$ cat config.mk
export PLATFORM = sky130hd
export DESIGN_NAME = serial_adder
export DESIGN_NICKNAME = d
export VERILOG_FILES = /design/src/rtl/serial_adder.sv
export SDC_FILE = /design/constraint.sdc
export NUM_CORES = 1
export LEC_CHECK = 0
export ABC_CLOCK_PERIOD_IN_PS = 2100
export BUFFER_PORTS_ARGS = -buffer_cell sky130_fd_sc_hd__buf_2
export CELL_PAD_IN_SITES_DETAIL_PLACEMENT = 2
export CELL_PAD_IN_SITES_GLOBAL_PLACEMENT = 2
export CORE_AREA = 2 2 111 113
export DETAILED_ROUTE_END_ITERATION = 10
export DIE_AREA = 0 0 113 115
export GPL_TIMING_DRIVEN = 0
export PLACE_DENSITY_LB_ADDON = 0.1
export SYNTH_ARGS = -nofsm -noshare
export SYNTH_HDL_FRONTEND = slang
export SYNTH_SLANG_ARGS = --single-unit
export TNS_END_PERCENT = 20
$ cat constraint.sdc
create_clock -name clk -period 2.1 [get_ports clk]
set_input_delay 0.21 -clock clk [delete_from_list [all_inputs] [get_ports clk]]
set_output_delay 0.21 -clock clk [all_outputs]
set_load 0.005 [all_outputs]
$ cat src/rtl/serial_adder.sv
// Bit-serial adder/subtractor: one full-adder cell plus a registered carry,
// LSB first, WIDTH cycles per result with a start/ready/done handshake.

module serial_adder_fa (
    input  logic x,
    input  logic y,
    input  logic ci,
    output logic s,
    output logic co
);
    assign s  = x ^ y ^ ci;
    assign co = (x & y) | (ci & (x ^ y));
endmodule

module serial_adder #(
    parameter int WIDTH = 16
) (
    input  logic             clk,
    input  logic             rst_n,
    input  logic             start,
    input  logic             sub,
    input  logic [WIDTH-1:0] a,
    input  logic [WIDTH-1:0] b,
    output logic             ready,
    output logic             done,
    output logic [WIDTH-1:0] sum,
    output logic             carry,
    output logic             overflow,
    output logic             zero
);
    localparam int CW = $clog2(WIDTH);
    localparam logic [CW-1:0] LAST = CW'(WIDTH - 1);

    localparam logic [1:0] IDLE = 2'd0;
    localparam logic [1:0] RUN  = 2'd1;
    localparam logic [1:0] DONE = 2'd2;

    logic [1:0]       state;
    logic [WIDTH-1:0] opa;
    logic [WIDTH-1:0] opb;
    logic [WIDTH-1:0] part;
    logic             cy;
    logic [CW-1:0]    cnt;

    logic             sbit;
    logic             co;
    logic [WIDTH-1:0] part_nxt;
    logic             last;

    serial_adder_fa u_fa (
        .x  (opa[0]),
        .y  (opb[0]),
        .ci (cy),
        .s  (sbit),
        .co (co)
    );

    // Sum bits enter at the MSB so the LSB lands at bit 0 after WIDTH shifts.
    assign part_nxt = {sbit, part[WIDTH-1:1]};
    assign last     = (state == RUN) && (cnt == LAST);

    always_ff @(posedge clk or negedge rst_n) begin
        if (!rst_n) begin
            state    <= IDLE;
            ready    <= 1'b1;
            done     <= 1'b0;
            opa      <= '0;
            opb      <= '0;
            part     <= '0;
            cy       <= 1'b0;
            cnt      <= '0;
            sum      <= '0;
            carry    <= 1'b0;
            overflow <= 1'b0;
            zero     <= 1'b0;
        end else begin
            case (state)
                IDLE: begin
                    if (start) begin
                        state <= RUN;
                        ready <= 1'b0;
                        opa   <= a;
                        opb   <= sub ? ~b : b;
                        cy    <= sub;
                        cnt   <= '0;
                        part  <= '0;
                    end
                end
                RUN: begin
                    part <= part_nxt;
                    opa  <= opa >> 1;
                    opb  <= opb >> 1;
                    cy   <= co;
                    cnt  <= cnt + CW'(1);
                    if (last) begin
                        // cy still holds the carry into the MSB cell here.
                        state    <= DONE;
                        done     <= 1'b1;
                        sum      <= part_nxt;
                        carry    <= co;
                        overflow <= cy ^ co;
                        zero     <= (part_nxt == '0);
                    end
                end
                DONE: begin
                    state <= IDLE;
                    done  <= 1'b0;
                    ready <= 1'b1;
                end
                default: begin
                    state <= IDLE;
                    done  <= 1'b0;
                    ready <= 1'b1;
                end
            endcase
        end
    end
endmodule
==> impl_metrics.json <==
{
  "htreeDepth": 3,
  "violations": "DRC",
  "antenna_left": 0,
  "irDropWorstVdd_v": 0.000550,
  "areaGrowthSynthToFinish_pct": 23.2,
  "io_pins": 57,
  "grt_remaining_overflow": 0,
  "gp_congestion": 0.703,
  "synth_commonest_cells": "dfrtp_1, nor2b_1, a21oi_1",
  "clkSlewWorstSetupHoldPaths_ns": 0.06,
  "hpwl_mm": 6.31,
  "synthMuxAreaShare_pct": 8.56,
  "grt_pass1_vias": 2910,
  "num_rows": 40,
  "synth_top_family_by_area": "compound AO/OA/AOI/OAI gates",
  "synth-adder-area-share_pct": 0.932,
  "ys_seq_area_share_pct": 53.8,
  "report.final.slew_viol_count": 0,
  "worst_setup_path_end_kind": "register",
  "critical_path_required_ns": 2.32,
  "routed_wl_mm": 9.05,
  "synth_cell_types": 34,
  "synth_area_per_cell_um2": 11.8,
  "post-route-period-util_pct": 76.7,
  "via_per_inst": 5.03,
  "synth_xor_area_share_pct": 4.26,
  "start_util_pct": 29.6,
  "fin_skew_ns": 0.00758,
  "core_mm2": 0.0118,
  "cts_tree": "done",
  "ys_warn_count": 0,
  "dieArea_mm2": 0.0130,
  "synth_flop_cell": "dfrtp_1",
  "setup_viol_count_final": 0,
  "cts_made_buffers": 9,
  "synth_simple_gate_area_share_pct": 8.71,
  "synth_cells": 297,
  "tightest_slew_ns": 0.537,
  "fin_tns_setup_ns": 0,
  "rr_worst_depth": 5,
  "yosysMostFrequentCell": "dfrtp_1",
  "synth.area.top_cells": "dfrtp_1, mux2_4, nor2b_1, a21oi_1, a22o_1",
  "rsz0062_at_grt": "false",
  "static-leakage-power_nw": 1.95,
  "drive_gt1_share_pct": 28.9,
  "synthArstFlopShare_pct": 100,
  "drc_errors": 3,
  "placed_cells": 500,
  "yosysTopAreaCellShare_pct": 53.0,
  "dr.pass1.iters": 7,
  "nets": 403,
  "syn-num-nets": 335,
  "clock_sinks": 75,
  "maxCapViolations": 0,
  "timing.hold.ws_ns": 0.156,
  "grt_max_degree": 48,
  "root_buffer": "clkbuf_16",
  "vias": 2601,
  "min_path_cells": 3,
  "worstSetupStartpointType": "register",
  "netlist_area_mm2": 0.00349,
  "period_needed_ns": 1.61,
  "portBuffers": 55,
  "worstSetupPathType": "register to register",
  "status": "finished, violations left",
  "die_w_um": 113,
  "final_util_pct": 36.4,
  "max-slew-margin-rel_pct": 64.2,
  "grt_pass1_wl_mm": 15.5,
  "power.density_mw_per_mm2": 1490,
  "drt_iter0_drc": 80,
  "synth_compound_area_share_pct": 19.5,
  "die_h_um": 115,
  "final_cells": 517,
  "cp_max_fo": 10,
  "ys_ff_latch": 75,
  "hold_class": "input port to register",
  "diodes": 0,
  "antenna_found_initial": 0,
  "yosys.area.top_type": "dfrtp_1",
  "synth_edf_count": 0,
  "clock_latency_ns": 0.33,
  "grt_usage_pct": 15.3,
  "routedWlPerCell_um": 17.5,
  "fmax_mhz": 621,
  "clockBufferDepth": 2,
  "worstPathArrival_ns": 1.83,
  "finalHoldViolCount": 0
}
==> power breakdown <==
group / internal, W / leakage [nW] / switching (W)
registers: 0.00207 / 0.953 / 0.000464
logic: 0.00118 / 0.850 / 0.00107
clock network: 0.000963 / 0.146 / 0.000642
==> routing by layer <==
metal  part of all wire, %  GRT usage [%]  vias to the layer above  routed length [µm]
li1                      -              -                     1203                   -
met1                    45           19.6                     1345                4100
met3                   3.2           3.27                       11                 290
met4                   1.4           5.37                        0                 124
met2                    50           25.8                       42                4530
met5                     0              0                        -                   0
==> final cells by class <==
type	instances	area, µm²
Fill cell	1241	7510
Timing Repair Buffer	57	315
Tap cell	147	184
Multi-Input combinational cell	194	1470
Clock inverter	6	71.3
Buffer	25	138
Inverter	3	11.3
Clock buffer	10	239
Sequential cell	75	1880
==> what timing repair did <==
action	in CTS	in global routing
buffers inserted	0	0
gates resized for setup	0	0
hold buffers	1	0
endpoints found under the hold margin	27	0
==> stage by stage <==
stage | setup slack (ns) | area (µm²) | power [W]
after floorplan | 0.646 | 3490 | 0.00406
after global placement | 0.161 | 3950 | 0.00475
after detailed placement | 0.478 | 3980 | 0.00486
after CTS | 0.457 | 4300 | 0.00653
after global routing | 0.350 | 4300 | 0.00691
final | 0.490 | 4300 | 0.00639
==> critical path, stage by stage, from the launching register on <==
cell	delay (ns)
dfrtp_1	0.40
nor2b_1	0.14
buf_2	0.18
and4_4	0.29
buf_8	0.17
mux2_4	0.31
==> path summary, 6_finish.rpt <==
check,start,to,slack (ns)
setup / recovery,state[0],sum[11],0.49
hold reg to reg,done,done,0.48
max in group asynchronous,rst_n,opa[11],1.17
setup reg to reg,state[0],sum[11],0.49
hold / removal,a[0],opa[0],0.16
min in group asynchronous,rst_n,sum[9],0.35
==> cell usage in the layout (no fill, tap or decap), drive strengths merged, types with 2 or more instances in the layout <==
master,instances
clkbuf,22
o21ai,22
nor2b,33
buf,69
clkinvlp,2
dfrtp,74
inv,5
nand2,6
a22oi,16
a21oi,31
nor2,3
o22a,14
nor4,4
a22o,17
mux2,20
xnor2,14
xor2,3
==> logic make-up after synthesis <==
logic type,after synthesis
XOR/XNOR,17
adder cells (fa/ha/maj),2
multiplexers,21
AO/OA/AOI/OAI,103
flip-flops,75
buffers and inverters,28
AND/OR/NAND/NOR,51
==> state kept, by name, indices dropped and copies added (netlist names) <==
register / flops
ready: 1
zero: 1
carry: 1
sum: 16
done: 1
opb: 16
opa: 16
overflow: 1
cnt: 4
part: 15
state: 2
cy: 1
No activity file was read; power rests on OpenSTA's default activity.
